[src/rtl/mem_req_ctrl.sv]
// Request sequencer in front of the 8x8 memory FSM: queues valid/ready requests and issues them as
// single-cycle R/W strobes. Optional statistics counters: define MEM_REQ_CTRL_STATS_EN.
module mem_req_ctrl #(
  parameter int DW         = 8,
  parameter int AW         = 3,
  parameter int FIFO_DEPTH = 4,
  parameter int CNT_W      = 8
) (
  input  logic             CLK,
  input  logic             RSTn,
  input  logic             req_valid,
  output logic             req_ready,
  input  logic             req_we,
  input  logic [AW-1:0]    req_addr,
  input  logic [DW-1:0]    req_wdata,
  output logic             rsp_valid,
  output logic [AW-1:0]    rsp_addr,
  output logic [DW-1:0]    rsp_data,
  output logic             busy,
  output logic             mem_R,
  output logic             mem_W,
  output logic [AW-1:0]    mem_adr,
  output logic [DW-1:0]    mem_i,
  input  logic [DW-1:0]    mem_o,
  output logic [CNT_W-1:0] rd_cnt,
  output logic [CNT_W-1:0] wr_cnt
);

  localparam int PW = $clog2(FIFO_DEPTH);

  typedef enum logic [1:0] {S_IDLE, S_ISSUE, S_EXEC, S_CAPT} state_t;

  typedef struct packed {
    logic          we;
    logic [AW-1:0] addr;
    logic [DW-1:0] wdata;
  } req_t;

  state_t        state, state_d;
  req_t          fifo_mem [FIFO_DEPTH];
  req_t          head;
  logic [PW-1:0] wr_ptr, rd_ptr;
  logic [PW:0]   count;
  logic          full, empty, push, pop;
  logic          cmd_we;
  logic          mem_r_d, mem_w_d, rsp_set;

  assign full      = (count == (PW+1)'(FIFO_DEPTH));
  assign empty     = (count == '0);
  assign req_ready = ~full;
  assign push      = req_valid & req_ready;
  assign pop       = (state == S_IDLE) & ~empty;
  assign head      = fifo_mem[rd_ptr];
  assign busy      = ~empty | (state != S_IDLE);

  // Pointers wrap for free because FIFO_DEPTH is a power of two.
  // NOTE: sequential state uses non-blocking assignments so every flop samples pre-edge values.
  always_ff @(posedge CLK or negedge RSTn) begin
    if (!RSTn) begin
      wr_ptr <= '0;
      rd_ptr <= '0;
      count  <= '0;
    end else begin
      if (push) wr_ptr <= wr_ptr + PW'(1);
      if (pop)  rd_ptr <= rd_ptr + PW'(1);
      case ({push, pop})
        2'b10:   count <= count + (PW+1)'(1);
        2'b01:   count <= count - (PW+1)'(1);
        default: count <= count;
      endcase
    end
  end

  // NOTE: the storage array is deliberately not reset; entry validity is carried by count alone.
  always_ff @(posedge CLK) begin
    if (push) fifo_mem[wr_ptr] <= '{we: req_we, addr: req_addr, wdata: req_wdata};
  end

  // NOTE: every always_comb output gets a default first so no path can infer a latch.
  always_comb begin
    state_d = state;
    mem_r_d = 1'b0;
    mem_w_d = 1'b0;
    rsp_set = 1'b0;
    case (state)
      S_IDLE: begin
        if (!empty) begin
          state_d = S_ISSUE;
          mem_r_d = ~head.we;
          mem_w_d = head.we;
        end
      end
      S_ISSUE: state_d = S_EXEC;
      S_EXEC:  state_d = cmd_we ? S_IDLE : S_CAPT;
      S_CAPT: begin
        state_d = S_IDLE;
        rsp_set = 1'b1;
      end
      default: state_d = S_IDLE;
    endcase
  end

  // Strobes are registered so they are high exactly for the ISSUE cycle.
  always_ff @(posedge CLK or negedge RSTn) begin
    if (!RSTn) begin
      state     <= S_IDLE;
      mem_R     <= 1'b0;
      mem_W     <= 1'b0;
      cmd_we    <= 1'b0;
      mem_adr   <= '0;
      mem_i     <= '0;
      rsp_valid <= 1'b0;
      rsp_addr  <= '0;
      rsp_data  <= '0;
    end else begin
      state     <= state_d;
      mem_R     <= mem_r_d;
      mem_W     <= mem_w_d;
      rsp_valid <= rsp_set;
      if (pop) begin
        cmd_we  <= head.we;
        mem_adr <= head.addr;
        mem_i   <= head.wdata;
      end
      if (rsp_set) begin
        rsp_data <= mem_o;
        rsp_addr <= mem_adr;
      end
    end
  end

`ifdef MEM_REQ_CTRL_STATS_EN
  localparam logic [CNT_W-1:0] CNT_MAX = '1;

  always_ff @(posedge CLK or negedge RSTn) begin
    if (!RSTn) begin
      rd_cnt <= '0;
      wr_cnt <= '0;
    end else begin
      if (rsp_valid && rd_cnt != CNT_MAX)                      rd_cnt <= rd_cnt + CNT_W'(1);
      if (state == S_EXEC && cmd_we && wr_cnt != CNT_MAX)      wr_cnt <= wr_cnt + CNT_W'(1);
    end
  end
`else
  assign rd_cnt = '0;
  assign wr_cnt = '0;
`endif

endmodule

[config.mk]
export PLATFORM = sky130hd
export DESIGN_NAME = mem_req_ctrl
export DESIGN_NICKNAME = d
export VERILOG_FILES = /design/src/rtl/mem_req_ctrl.sv
export SDC_FILE = /design/constraint.sdc
export NUM_CORES = 1
export LEC_CHECK = 0
export CAP_MARGIN = 0
export CORE_ASPECT_RATIO = 0.8
export CORE_UTILIZATION = 55
export CTS_CLUSTER_DIAMETER = 50
export DETAILED_ROUTE_END_ITERATION = 10
export PLACE_DENSITY = 0.82
export SYNTH_ARGS = -nofsm -noshare
export SYNTH_HDL_FRONTEND = slang
export SYNTH_SLANG_ARGS = --single-unit
[constraint.sdc]
create_clock -name CLK -period 5.91 [get_ports CLK]
set_input_delay 0.8865 -clock CLK [delete_from_list [all_inputs] [get_ports CLK]]
set_output_delay 0.8865 -clock CLK [all_outputs]
set_load 0.02 [all_outputs]
=== Word-level counts from Yosys, hierarchy flattened ===
Memories as Yosys holds them, arrays and structs flattened.
Index checks and enable logic that the tools add are counted.

* Multiplexer cells: 11
* Bitwise gates (word level): 6
* Reduce and logical (&&, ||, !) cells: 4
* $add $sub $neg: 4
* Eq/ne operators: 7

{| class="wikitable"
|+ Operator list
! operator !! count
|-
| $pmux 2 s4 || 1
|-
| $mux 1 || 7
|-
| $eq 2x2->1 const B || 3
|-
| $pmux 3 s2 || 1
|-
| $add 2x1->2 const B || 2
|-
| $eq 2x1->1 const B || 2
|-
| $mux 2 || 2
|-
| $reduce_bool 2->1 || 2
|-
| $add 3x1->3 const B || 1
|-
| $eq 3x3->1 const B || 1
|-
| $logic_not 3->1 || 1
|-
| $not 1->1 || 3
|-
| $sub 3x1->3 const B || 1
|-
| $and 1x1->1 || 2
|-
| $logic_not 2->1 || 1
|-
| $ne 2x2->1 const B || 1
|-
| $or 1x1->1 || 1
|}

* Logic and storage cells: 45
* Memories: 1
* Memory bits (writable): 48
* Register bits: 35

{| class="wikitable"
|+ Memories
! memory !! words !! bits a word !! rd ports !! clocked after memory_dff !! wr ports !! line !! source
|-
| fifo_mem || 4 || 12 || 1 || 0 || 1 || 40 || <nowiki>req_t fifo_mem [FIFO_DEPTH];</nowiki>
|}

=== Longest topological paths before layout ===
Gate-level depths: netlist of the first run.

* Depth after elaboration: 5
* Gate-level depth with buffers: 10
* Gate-level depth less buffers: 9

=== Least setup slack after synthesis of the first run ===
No wires, ideal clock.

* Kind: register to register
* Start point: register count[0]
* End point: register count[2]
* Required time: 5.831 ns
* Arrival time: 2.140 ns
* Setup time: 0.079 ns
* Cell stages (with the launch flop): 10
* Setup slack: 3.691 ns
* Path through: dfrtp_1 -> or3b_1 -> and2_4 -> inv_1 -> ha_1 -> inv_1 -> fa_1 -> xor2_1 -> nor2_1 -> xor2_1

* Longest elaborated chain between the ends: 5

{| class="wikitable"
|+ RTL lines
! what !! line !! source
|-
| from (decl) || 43 || <nowiki>logic [PW:0] count;</nowiki>
|-
| from (signal assigned) || 67 || <nowiki>2'b10: count <= count + (PW+1)'(1);</nowiki>
|-
| from (signal assigned) || 68 || <nowiki>2'b01: count <= count - (PW+1)'(1);</nowiki>
|-
| from (signal assigned) || 69 || <nowiki>default: count <= count;</nowiki>
|-
| $eq 3x3->1 (*) || 48 || <nowiki>assign full = (count == (PW+1)'(FIFO_DEPTH));</nowiki>
|-
| $not 1->1 (*) || 50 || <nowiki>assign req_ready = ~full;</nowiki>
|-
| named net req_ready || 12 || <nowiki>output logic req_ready,</nowiki>
|-
| $and 1x1->1 (*) || 51 || <nowiki>assign push = req_valid & req_ready;</nowiki>
|-
| $eq 2x1->1 or $eq 2x2->1 (tied branches) || 66 || <nowiki>case ({push, pop})</nowiki>
|-
| $pmux 3 s2 or $reduce_bool 2->1 (tied branches) || n/a ||
|}

Mark *: on every way through the listed nets, which the timed path passes. The rest lies on a longest branch.
A chain may end at the register's enable or synchronous reset.

=== Final worst setup path of the first run ===
* Start point: register count[0]
* End point: output port busy

* Longest elaborated chain between the ends: 3

{| class="wikitable"
|+ RTL lines
! what !! line !! source
|-
| $logic_not 3->1 || 49 || <nowiki>assign empty = (count == '0);</nowiki>
|-
| $not 1->1 || 54 || <nowiki>assign busy = ~empty | (state != S_IDLE);</nowiki>
|-
| $or 1x1->1 || 54 ||
|-
| to (decl) || 19 || <nowiki>output logic busy,</nowiki>
|}

No other way between the ends.

==> reports/results.txt, run 1 <==
Outcome -> completed
Setup slack after layout -> 3.15 ns
Pwr/cell area -> 530 nW/µm²
Synth warnings -> 0
Routability-driven placement congestion ratio -> 0.664
Setup TNS after final layout -> 0 ns
Final antenna-violating net count -> 0
Worst-path clk slew -> 0.07 ns
Setup CP Type -> register to primary output
Final setup viols -> 0
Initial drt markers -> 60
Ports -> 66
Antenna Cells -> 0
Hold Path Class -> register to register
Flop2flop setup slack -> 3.65 ns
DP Cell Count -> 303
Most frequent cells in the layout -> 48 x edfxtp_1, 48 x clkdlybuf4s50_1, 35 x dfrtp_1
Clk pwr share -> 17.6%
Final period utilization -> 46.8%
Crit Path Max Fanout -> 4
Count of state elements after synthesis -> 83
RSZ-0062 raised after global routing -> no
Internal power -> 1.44 mW
Crit start category -> register
Slew @ Worst Pin -> 0.838 ns
Final hold violations -> 0
Total global-route track usage -> 17.3%
Min Tclk post-route -> 2.76 ns
Vias -> 1611
Synthesized instance count -> 182
CTS root buf -> clkbuf_8
Sink Count -> 83
Maxcap violations -> 0
Sw Share -> 31.8%
Sequential Power Share -> 44.6%
Grt ovf -> 0
Slew margin rel. -> 44.1%
Finished Core Util -> 70.3%
Core Footprint -> 5650 µm²
Hpwl dp -> 3290 µm
Max Buffers Root-to-Sink -> 2
Post-route DRC -> 0
Vias in the first global route -> 1574
Vias per inst -> 5.05
Slew Viols, Final -> 0
Mapped Area -> 3320 µm²
Fin area -> 3970 µm²
Leakage -> 1.55 nW
Filler cells -> 383
Critical Path AT -> 1.88 ns
I/O Buffers -> 49
EDFF count, synth -> 48
Worst Skew -> 0.00565 ns
P_sw -> 671 µW
Combinational share of power -> 37.7%
Global-route wire length before repair -> 7760 µm
Maximum VDD drop -> 0.315 mV
Library cells used by synthesis -> 28
Synthesized area per cell -> 18.2 µm²
Die Footprint -> 6350 µm²
DR pass1 iterations -> 4
Chip height -> 71.5 µm
Pin count of the biggest net entering global routing -> 36
Hold_buf cts -> 0
Cts bufs inserted -> 9
CP required -> 5.02 ns
PostCTS Resize Cnt -> 0
Fin nets -> 265
Initial Util -> 58.8%
Share of flip-flops with an asynchronous set or reset -> 42.2%
Rows -> 24
Design Power -> 2.11 mW
Worst-skew pair later-pin latency -> 0.34 ns
Final Non-Filler Cells -> 319
Post-Place Setup Slack -> 3.24 ns
DR WL/cell -> 15.4 µm
# H-tree levels -> 3
Layout cell share with drive strength beyond 1 -> 21.6%
Crit. End Element -> primary output
Fmax -> 0.362 GHz
Placed inst area -> 3790 µm²
Final hold slack -> 0.498 ns
Die width -> 88.9 µm
CTS tree -> done
Initial antenna violation count -> 0
Sequential share of the synthesized area -> 69.8%
Post-CTS Setup Repair Bufs -> 0
Area grow syn2layout -> 19.6%
Total Wirelength -> 4930 µm
Synth Flop Type -> edfxtp_1
## cell usage after synthesis, drive strengths merged (2+ instances only)
master | instances | share of area [%]
edfxtp | 48 | 43
dfrtp | 35 | 26
mux2 | 23 | 7.9
buf | 21 | 5.2
mux4 | 12 | 8.1
inv | 9 | 1.0
and3 | 5 | 0.94
ha | 5 | 1.9
nand2 | 4 | 0.53
nor2 | 4 | 0.45
xnor2 | 4 | 1.1
xor2 | 2 | 0.53
## final timing paths
check                      startpoint         to  cells past startpoint
max reg2reg                  count[0]   count[2]                      9
min reg2reg                  count[2]   count[2]                      1
min                          count[2]   count[2]                      1
max                          count[0]       busy                      3
max in group asynchronous        RSTn  rd_ptr[0]                      1
min in group asynchronous        RSTn      mem_W                      1
## worst max-delay path: stages, from the launching register on
cell             delay [ns]
dfrtp_1                0.42
or3_4                  0.43
nand2b_1               0.15
clkdlybuf4s50_1        0.54
## state kept, by name, summed over array words and instances (netlist names), 2 cells and up
signal,count
fifo_mem,48
rd_ptr,2
mem_adr,3
count,3
rsp_data,8
rsp_addr,3
mem_i,8
state,2
wr_ptr,2
## power groups by stage
| stage | clock [mW] | combinational, mW | sequential (mW) |
|---|---|---|---|
| 6_report | 0.372 | 0.795 | 0.940 |
| 5_1_grt | 0.399 | 0.864 | 0.966 |
| 4_1_cts | 0.379 | 0.809 | 0.944 |
| 3_5_place_dp | 0 | 0.808 | 0.955 |
| 3_3_place_gp | 0 | 0.782 | 0.946 |
| 2_1_floorplan | 0 | 0.495 | 1.00 |
## logic make-up (layout without fill, tap and decap cells)
logic type	count (synthesis)	after routing	share of synthesized area, %
buffers and inverters	30	74	6.18
XOR/XNOR	6	6	1.58
multiplexers	36	36	16.4
other	1	16	0.113
AO/OA/AOI/OAI	2	2	0.377
AND/OR/NAND/NOR	18	18	3.13
flip-flops	83	83	69.8
adder cells (fa/ha/maj)	6	6	2.49
## per-layer routing
metal | vias to the layer above | wire length, µm | global-route usage [%]
li1 | 741 | - | -
met1 | 802 | 2180 | 23.3
met2 | 56 | 2340 | 26.2
met3 | 12 | 320 | 6.11
met4 | 0 | 87 | 6.45
met5 | - | 0 | 0
## layout make-up
cell class / instances / area [µm²] / area share, %
well taps: 78 / 97.6 / 2.46
repair buffers: 49 / 485 / 12.2
clock inverters: 7 / 58.8 / 1.48
multi-input cells: 84 / 855 / 21.5
inverters: 9 / 33.8 / 0.851
flip-flops and latches: 83 / 2320 / 58.3
clock buffers: 9 / 124 / 3.12
Note: power is estimated with default switching activity, not from simulation.
==> inputs of run 2 (changes only) <==
--- a/config.mk
+++ b/config.mk
@@ -7,10 +7,10 @@
 export LEC_CHECK = 0
 export CAP_MARGIN = 0
 export CORE_ASPECT_RATIO = 0.8
-export CORE_UTILIZATION = 55
+export CORE_UTILIZATION = 51
 export CTS_CLUSTER_DIAMETER = 50
 export DETAILED_ROUTE_END_ITERATION = 10
-export PLACE_DENSITY = 0.82
+export PLACE_DENSITY = 0.77
 export SYNTH_ARGS = -nofsm -noshare
 export SYNTH_HDL_FRONTEND = slang
 export SYNTH_SLANG_ARGS = --single-unit
==> constraint.sdc (replaced) <==
create_clock -name CLK -period 2.8 [get_ports CLK]
set_input_delay 0.42 -clock CLK [delete_from_list [all_inputs] [get_ports CLK]]
set_output_delay 0.42 -clock CLK [all_outputs]
set_load 0.02 [all_outputs]
==> run 2 against run 1 <==
First-iteration DRC count rose by 38%. Flip-flop and latch count unchanged. Cell area increased by 1.1%. Via count barely moved. Worst setup slack worse by 2.6 ns. Die area up 7.6%. Register-to-register slack worse by 3.1 ns.
==> reports/results.txt, run 2 (synthesized netlist as in run 1, its figures left out) <==
Worst-path clk slew -> 0.08 ns (about the same)
Min Tclk post-route -> 2.30 ns
Chip height -> 74.2 µm (+3.7%)
Hold_buf cts -> 0 (unchanged)
Antenna Cells -> 0 (unchanged)
Cts bufs inserted -> 9 (unchanged)
Vias per inst -> 4.98 (-1.5%)
I/O Buffers -> 49 (unchanged)
Final hold slack -> 0.149 ns (-0.349 ns)
Rows -> 25 (+4.2%)
Vias -> 1612 (+0.062%)
Post-CTS Setup Repair Bufs -> 0 (unchanged)
Top flop regs -> fifo_mem (48), mem_i (8), rsp_data (8)
# H-tree levels -> 3 (unchanged)
DR pass1 iterations -> 4 (unchanged)
CTS root buf -> clkbuf_8
Die width -> 92.2 µm (+3.8%)
Largest register FFs -> 48 (unchanged)
Footprint of the multi-input gates -> 855 µm² (unchanged)
Max Buffers Root-to-Sink -> 2 (unchanged)
Fmax -> 0.435 GHz
Final setup viols -> 0 (unchanged)
Area grow syn2layout -> 20.9%
RSZ-0062 raised after global routing -> no
Post-route DRC -> 0 (unchanged)
Global-route wire length before repair -> 8110 µm (+4.5%)
Outcome -> completed
Sink Count -> 83 (unchanged)
Crit. End Element -> primary output
Initial antenna violation count -> 0 (unchanged)
Final period utilization -> 82.1%
Setup TNS after final layout -> 0 ns (unchanged)
Total global-route track usage -> 16.9% (-0.41 points)
Worst-skew pair later-pin latency -> 0.35 ns (about the same)
Critical Path AT -> 1.88 ns (about the same)
Leakage -> 1.58 nW (+1.5%)
Die Footprint -> 6840 µm² (+7.6%)
Fin nets -> 267 (+0.75%)
Maximum VDD drop -> 0.559 mV (+77%)
Reg2reg start -> count[0]
Ports -> 66 (unchanged)
Slew margin rel. -> 47.3% (+3.1 points)
Pin count of the biggest net entering global routing -> 36 (unchanged)
CTS tree -> done
Setup slack after layout -> 0.502 ns (-2.64 ns)
Pwr/cell area -> 1140 nW/µm² (+120%)
Grt ovf -> 0 (unchanged)
Total Wirelength -> 5110 µm (+3.7%)
Worst Skew -> 0.00677 ns (+0.00112 ns)
Core Footprint -> 6100 µm² (+8.0%)
Final antenna-violating net count -> 0 (unchanged)
CP required -> 2.38 ns (-2.64 ns)
Initial Util -> 54.4% (-4.4 points)
Design Power -> 4.59 mW (+120%)
Vias in the first global route -> 1626 (+3.3%)
Crit start category -> register
Final hold violations -> 0 (unchanged)
Crit Path Max Fanout -> 4 (unchanged)
FF+latch area -> 2320 µm² (unchanged)
Hpwl dp -> 3470 µm (+5.6%)
DP Cell Count -> 308 (+1.7%)
Filler cells -> 435 (+14%)
Slew Viols, Final -> 0 (unchanged)
Most frequent cells in the layout -> 48 x edfxtp_1, 48 x clkdlybuf4s50_1, 35 x dfrtp_1
Register with the most flip-flops -> fifo_mem
Layout cell share with drive strength beyond 1 -> 22.2% (+0.65 points)
DR WL/cell -> 15.8 µm (+2.1%)
Crit. Startpoint -> count[0]
Hold Path Class -> primary input to asynchronous set/reset pin
Routability-driven placement congestion ratio -> 0.734 (+11%)
Register-to-Register Path Depth -> 9 (unchanged)
Final Non-Filler Cells -> 324 (+1.6%)
Post-Place Setup Slack -> 0.530 ns (-2.71 ns)
Maxcap violations -> 0 (unchanged)
Slew @ Worst Pin -> 0.791 ns (-0.0467 ns)
PostCTS Resize Cnt -> 0 (unchanged)
Setup CP Type -> register to primary output
Initial drt markers -> 83 (+38%)
run 2: final timing paths:
path / to / slack [ns]
worst max-delay path: busy / 0.50
worst min-delay path: rsp_data[6] / 0.15
worst max register to register: count[2] / 0.54
worst min register to register: cmd_we / 0.50
max in group asynchronous: wr_ptr[1] / 2.15
min in group CLK: cmd_we / 0.50
run 2: stage by stage:
stage / area (µm²) / utilization (%)
floorplan: 3380 / -
global placement: 3810 / 62.4
detailed placement: 3810 / 62.4
CTS: 4020 / 65.8
global route: 4020 / 65.8
finish: 4020 / 65.8
run 2: worst max-delay path, stage by stage (launching register included):
cell             delay, ns
dfrtp_1               0.41
or3_4                 0.42
nand2b_1              0.16
clkdlybuf4s50_1       0.54
run 2: cell type report:
type                            instances  share of cell area (%)
Clock buffer                           11                    3.27
Sequential cell                        83                    57.7
Inverter                                9                   0.841
Timing Repair Buffer                   51                    12.5
Tap cell                               81                    2.52
Multi-Input combinational cell         84                    21.3
Clock inverter                          5                    1.93
run 2: metal layers:
metal	GRT usage (%)	wire length, µm
met5	0	0
met4	6.25	76
met3	6.44	258
met2	26.5	2560
met1	21.9	2220
run 2: power by group:
part / total, mW / leakage (nW) / internal (mW) / switching (mW)
Combinational: 1.74 / 0.615 / 0.935 / 0.801
Sequential: 1.96 / 0.855 / 1.72 / 0.238
Clock: 0.894 / 0.105 / 0.500 / 0.394
